### src/rtl/wb_byte_master.sv
// Byte-stream to WISHBONE classic master bridge.
// Gathers a header, three address bytes and (for writes) four data bytes from
// the inbound stream. It then runs one single-beat bus cycle, with retry and
// timeout handling. Finally it returns a status byte, followed by read data
// when a read completes successfully.
module wb_byte_master #(
    parameter int TIMEOUT   = 1024,
    parameter int MAX_RETRY = 3
) (
    input  logic        clk_i,
    input  logic        rst_i,
    input  logic [7:0]  rx_dat_i,
    input  logic        rx_valid_i,
    output logic        rx_ready_o,
    output logic [7:0]  tx_dat_o,
    output logic        tx_valid_o,
    input  logic        tx_ready_i,
    output logic        cyc_o,
    output logic        stb_o,
    output logic        we_o,
    output logic [19:0] adr_o,
    output logic [31:0] dat_o,
    output logic [3:0]  sel_o,
    input  logic        ack_i,
    input  logic        err_i,
    input  logic        rty_i,
    input  logic [31:0] dat_i
);

    typedef enum logic [2:0] {
        S_HDR,
        S_ADR,
        S_WDAT,
        S_BUS,
        S_GAP,
        S_RESP_STAT,
        S_RESP_DAT
    } state_t;

    localparam logic [15:0] TMO_LAST  = 16'(TIMEOUT - 1);
    localparam logic [3:0]  RETRY_MAX = 4'(MAX_RETRY);

    localparam logic [1:0] ST_OK      = 2'd0;
    localparam logic [1:0] ST_ERR     = 2'd1;
    localparam logic [1:0] ST_RETRY   = 2'd2;
    localparam logic [1:0] ST_TIMEOUT = 2'd3;

    state_t      state, state_d;
    logic [1:0]  byte_cnt, byte_cnt_d;
    logic [3:0]  retry_cnt, retry_cnt_d;
    logic [15:0] tmo_cnt, tmo_cnt_d;
    logic [1:0]  status, status_d;
    logic [31:0] rdata, rdata_d;

    logic        cyc_d, stb_d, we_d, rx_ready_d, tx_valid_d;
    logic [19:0] adr_d;
    logic [31:0] dat_d;
    logic [3:0]  sel_d;
    logic [7:0]  tx_dat_d;

    logic        rx_fire, tx_fire;
    logic        start_bus, finish;

    assign rx_fire = rx_valid_i & rx_ready_o;
    assign tx_fire = tx_valid_o & tx_ready_i;

    // Next-state and next-output computation for every registered output
    always_comb begin
        state_d     = state;
        byte_cnt_d  = byte_cnt;
        retry_cnt_d = retry_cnt;
        tmo_cnt_d   = tmo_cnt;
        status_d    = status;
        rdata_d     = rdata;
        cyc_d       = cyc_o;
        stb_d       = stb_o;
        we_d        = we_o;
        adr_d       = adr_o;
        dat_d       = dat_o;
        sel_d       = sel_o;
        rx_ready_d  = rx_ready_o;
        tx_valid_d  = tx_valid_o;
        tx_dat_d    = tx_dat_o;
        start_bus   = 1'b0;
        finish      = 1'b0;

        case (state)
            S_HDR: begin
                if (rx_fire) begin
                    we_d        = rx_dat_i[7];
                    sel_d       = rx_dat_i[3:0];
                    byte_cnt_d  = 2'd0;
                    retry_cnt_d = 4'd0;
                    state_d     = S_ADR;
                end
            end
            S_ADR: begin
                if (rx_fire) begin
                    adr_d = {adr_o[11:0], rx_dat_i};
                    if (byte_cnt == 2'd2) begin
                        byte_cnt_d = 2'd0;
                        if (we_o) begin
                            state_d = S_WDAT;
                        end else begin
                            start_bus = 1'b1;
                        end
                    end else begin
                        byte_cnt_d = byte_cnt + 2'd1;
                    end
                end
            end
            S_WDAT: begin
                if (rx_fire) begin
                    dat_d = {dat_o[23:0], rx_dat_i};
                    if (byte_cnt == 2'd3) begin
                        byte_cnt_d = 2'd0;
                        start_bus  = 1'b1;
                    end else begin
                        byte_cnt_d = byte_cnt + 2'd1;
                    end
                end
            end
            S_BUS: begin
                if (err_i) begin
                    status_d = ST_ERR;
                    finish   = 1'b1;
                end else if (ack_i) begin
                    if (!we_o) begin
                        rdata_d = dat_i;
                    end
                    status_d = ST_OK;
                    finish   = 1'b1;
                end else if (rty_i) begin
                    if (retry_cnt < RETRY_MAX) begin
                        retry_cnt_d = retry_cnt + 4'd1;
                        cyc_d       = 1'b0;
                        stb_d       = 1'b0;
                        state_d     = S_GAP;
                    end else begin
                        status_d = ST_RETRY;
                        finish   = 1'b1;
                    end
                end else if (tmo_cnt == TMO_LAST) begin
                    status_d = ST_TIMEOUT;
                    finish   = 1'b1;
                end else begin
                    tmo_cnt_d = tmo_cnt + 16'd1;
                end
            end
            S_GAP: begin
                start_bus = 1'b1;
            end
            S_RESP_STAT: begin
                if (tx_fire) begin
                    if (!we_o && status == ST_OK) begin
                        tx_dat_d   = rdata[31:24];
                        rdata_d    = {rdata[23:0], 8'h00};
                        byte_cnt_d = 2'd0;
                        state_d    = S_RESP_DAT;
                    end else begin
                        tx_valid_d = 1'b0;
                        rx_ready_d = 1'b1;
                        state_d    = S_HDR;
                    end
                end
            end
            S_RESP_DAT: begin
                if (tx_fire) begin
                    if (byte_cnt == 2'd3) begin
                        tx_valid_d = 1'b0;
                        rx_ready_d = 1'b1;
                        state_d    = S_HDR;
                    end else begin
                        tx_dat_d   = rdata[31:24];
                        rdata_d    = {rdata[23:0], 8'h00};
                        byte_cnt_d = byte_cnt + 2'd1;
                    end
                end
            end
            default: begin
                cyc_d      = 1'b0;
                stb_d      = 1'b0;
                tx_valid_d = 1'b0;
                rx_ready_d = 1'b1;
                state_d    = S_HDR;
            end
        endcase

        if (start_bus) begin
            cyc_d      = 1'b1;
            stb_d      = 1'b1;
            rx_ready_d = 1'b0;
            tmo_cnt_d  = 16'd0;
            state_d    = S_BUS;
        end

        if (finish) begin
            cyc_d      = 1'b0;
            stb_d      = 1'b0;
            tx_valid_d = 1'b1;
            tx_dat_d   = {6'd0, status_d};
            state_d    = S_RESP_STAT;
        end
    end

    // State and output registers with synchronous active-low reset
    always_ff @(posedge clk_i) begin
        if (!rst_i) begin
            state      <= S_HDR;
            byte_cnt   <= 2'd0;
            retry_cnt  <= 4'd0;
            tmo_cnt    <= 16'd0;
            status     <= 2'd0;
            rdata      <= 32'd0;
            cyc_o      <= 1'b0;
            stb_o      <= 1'b0;
            we_o       <= 1'b0;
            adr_o      <= 20'd0;
            dat_o      <= 32'd0;
            sel_o      <= 4'd0;
            rx_ready_o <= 1'b1;
            tx_valid_o <= 1'b0;
            tx_dat_o   <= 8'd0;
        end else begin
            state      <= state_d;
            byte_cnt   <= byte_cnt_d;
            retry_cnt  <= retry_cnt_d;
            tmo_cnt    <= tmo_cnt_d;
            status     <= status_d;
            rdata      <= rdata_d;
            cyc_o      <= cyc_d;
            stb_o      <= stb_d;
            we_o       <= we_d;
            adr_o      <= adr_d;
            dat_o      <= dat_d;
            sel_o      <= sel_d;
            rx_ready_o <= rx_ready_d;
            tx_valid_o <= tx_valid_d;
            tx_dat_o   <= tx_dat_d;
        end
    end

endmodule

### config.mk
export PLATFORM = sky130hd
export DESIGN_NAME = wb_byte_master
export DESIGN_NICKNAME = d
export VERILOG_FILES = /design/src/rtl/wb_byte_master.sv
export SDC_FILE = /design/constraint.sdc
export NUM_CORES = 1
export LEC_CHECK = 0
export ABC_AREA = 1
export BUFFER_PORTS_ARGS = -buffer_cell sky130_fd_sc_hd__buf_2
export CORE_MARGIN = 1.5
export CORE_UTILIZATION = 47
export DETAILED_ROUTE_END_ITERATION = 6
export PLACE_DENSITY = 0.67
export SLEW_MARGIN = 20
export SYNTH_ARGS = -nofsm -noshare
export SYNTH_HDL_FRONTEND = slang
export SYNTH_SLANG_ARGS = --single-unit
### constraint.sdc
create_clock -name clk_i -period 3.35 [get_ports clk_i]
set_clock_uncertainty 0.15 [all_clocks]
set_input_delay 0.335 -clock clk_i [delete_from_list [all_inputs] [get_ports clk_i]]
set_output_delay 0.335 -clock clk_i [all_outputs]
set_load 0.02 [all_outputs]
==> metrics.md <==
| Metric | Value |
|---|---|
| First-pass GRT wire length | around 23000 um |
| Clk buf depth | 2 |
| Layout cells sized above 1 | roughly 22% |
| Post-synthesis sequential area ratio | around 44% |
| Synthesized area | 0.00576 mm2 |
| Syn. warnings | 0 |
| CTS Buf Count | 17 |
| Final setup violation count | 0 |
| # placed instances | 1020 |
| Chip width | between 100 and 150 um |
| Critical-path maximum fanout | just over 40 |
| Final hold viol count | 0 |
| Std-Cell Rows | 40 |
| Non-filler cells in the finished layout | about 1100 |
| DRC | 0 |
| Worst endpoint required time | 3.55 ns |
| Max Freq | ~0.38 GHz |
| Storage element area | 0.00254 mm2 |
| DR iter-0 viols | roughly 320 |
| Slew Viols, Final | 0 |
| Slew Limit Headroom | 55.3% |
| Hold Slack | between 0.015 and 0.02 ns |
| Syn Area/Cell | 7.28 um2 |
| Inserted Diodes | 0 |
| WL/cell | roughly 13 um |
| Worst-Skew Late Latency | 0.42 ns |
| Die area | between 0.01 and 0.015 mm2 |
| Setup TNS | 0 ns |
| Peak VDD IR | between 0.0004 and 0.0005 V |
| RSZ-0062 raised after global routing | false |
| Largest net degree at the start of global routing | 80 |
| Tightest Pin Transition | approximately 0.67 ns |
| Synth Register Bits | around 130 |
| Status | completed |
| Commonest non-fill, non-tap cells in the layout | nor2_1, nand2_1, dfxtp_1 |
| Area grow syn2layout | 21.3% |
| Min-delay worst type | in -> reg |
| PortBufs | ~120 |
| Vias in the first global route | roughly 4800 |
| CP Capture Type | register |
| Total grt overflow | 0 |
| Crit-path slowest cell | dfxtp_1 |
| Initial antenna violation count | 0 |
| CP bufs+invs | 2 |
| CTS tree | done |
| Root Driver | clkbuf_16 |
| Syn Nets | roughly 850 |
| Crit path max-delay family | simple AND/OR/NAND/NOR gates |
| Clock sinks | between 100 and 150 |
| GP Congestion | around 0.88 |
| GRT Total Usage | a little under a quarter |
| Vias | 5205 |
| Most used cell along the critical path | nand2_4 |
| First-pass DRT Iterations | 7 |
| I/O Pins | between 100 and 150 |
| Final wirelength | between 10000 and 15000 um |
| Largest stage delay, worst path | ~0.58 ns |
| Core area | roughly 0.012 mm2 |
| Setup WS pre-CTS | 0.757 ns |
| DR vias/cell | between 4 and 5 |
| Primary FF master, synth | dfxtp_1 |
| Clock-pin slew on the worst setup and hold paths | around 0.060 ns |
| Fill count | between 1000 and 1500 |
| Crit-path cells | inv_2 > nor2_4 > nand2_4 > nand2_4 > nand2_2 > nand3_2 > nand2_4 > inv_4 > nor2_1 > nor2_1 |
| Post-DRT Antenna Nets | 0 |
| Post-DP HPWL | roughly 9400 um |
| Final WS setup | between 0.7 and 0.8 ns |
| Critical path class | reg -> reg |
| Multi-input logic area | between 0.002 and 0.003 mm2 |
| Cell variety after synth | 35 |
| Synthesized netlist cell count | ~790 |
| Min Tclk post-route | about 2.6 ns |
| Part of the cycle the worst path needs | about four fifths |
| Pwr dens | between 600 and 700 mW/mm2 |
| Commonest non-fill, non-tap cell in the layout | nor2_1 |
| H-tree lvl count | 4 |
| Post-synth EDFFs | 0 |
| Crit path DAT | 2.84 ns |
| Maxcap violations | 0 |
| Ys async rst share | 0% |
| Final nets | around 950 |
| Die H | around 110 um |
| Initial core utilization | a little under half |
| Crit start category | register |
| Leakage | 3.24 nW |
[routing by layer]
layer | part of all wire [%] | vias to the layer above | GRT usage (%)
met5 | 0 | - | 0
met4 | 0.83 | 0 | 7.33
met3 | 6.4 | 12 | 7.07
met2 | 43 | 137 | 33.3
met1 | 49 | 2277 | 31.3
li1 | - | 2779 | -
[synth_stat cells (8+ instances only)]
library cell  number  share of area (%)
buf_6              8                1.6
o21ai_0           76                6.6
inv_1             33                2.1
xor2_1            10                1.5
dfxtp_1          127                 44
o21ai_1           19                1.6
clkbuf_1          21                1.4
a21oi_1           32                2.8
nor2_1           199                 13
nand4_1           12                1.3
nor3_1            13                1.1
nand3_1           38                3.3
nand2_1          131                8.5
mux2_2            17                3.3
[state kept, by name, indices dropped and copies added (netlist names), 3 cells and up]
register and cells:
tmo_cnt 16, tx_dat_o 8, retry_cnt 4, sel_o 4, state 3, adr_o 20
rdata 32, dat_o 32
[through the flow]
step	area (um2)	util, %	power (W)
2_1_floorplan	5760	-	0.00262
6_report	6990	58.2	0.00486
3_3_place_gp	6330	52.7	0.00294
4_1_cts	6980	58.1	0.00490
3_5_place_dp	6330	52.7	0.00294
5_1_grt	6990	58.2	0.00513
[repair_timing]
item / 4_1_cts / 5_1_grt
hold buffers: 2 / 0
resized for setup: 0 / 0
setup buffers: 0 / 0
endpoints found under the hold margin: 3 / 0
[path summary, 6_finish.rpt]
path                                                start  cells past startpoint  slack, ns                         to
worst max-delay path                state[1]$_SDFFE_PP0P_                     10       0.71     rdata[15]$_SDFFE_PN0P_
worst min-delay path                          rx_dat_i[4]                      3       0.02      adr_o[4]$_SDFFE_PN0P_
worst max register to register      state[1]$_SDFFE_PP0P_                     10       0.71     rdata[15]$_SDFFE_PN0P_
worst min register to register  retry_cnt[2]$_SDFFE_PN0P_                      2       0.29  retry_cnt[2]$_SDFFE_PN0P_
[cell type report]
| type | instances | area share (%) |
|---|---|---|
| multi-input combinational | 585 | 40.6 |
| tap | 147 | 2.63 |
| timing repair buffer | 122 | 9.06 |
| clock inverter | 11 | 2.18 |
| clock buffer | 21 | 6.87 |
| sequential | 127 | 36.4 |
| inverter | 41 | 2.24 |
[worst min-delay path, stage by stage]
cell	delay, ns
buf_2	0.09
nor2_1	0.04
nor2_1	0.08
[power breakdown]
group          total [W]  switching, W  leakage, nW  internal, W
Combinational    0.00105      0.000712         1.91     0.000343
Clock            0.00194      0.000684        0.302      0.00125
Sequential       0.00187      0.000158         1.03      0.00171
[cells by family (layout without fill, tap and decap cells)]
logic type,count (synthesis),count (layout),share of synthesized area (%)
compound gates,132,132,11.7
xor+xnor,11,11,1.67
fa+ha+maj,6,6,1.30
buf+inv,80,195,6.75
flops,127,127,44.1
mux,17,17,3.32
simple gates,419,419,31.1
Note: power is estimated with default switching activity, not from simulation.
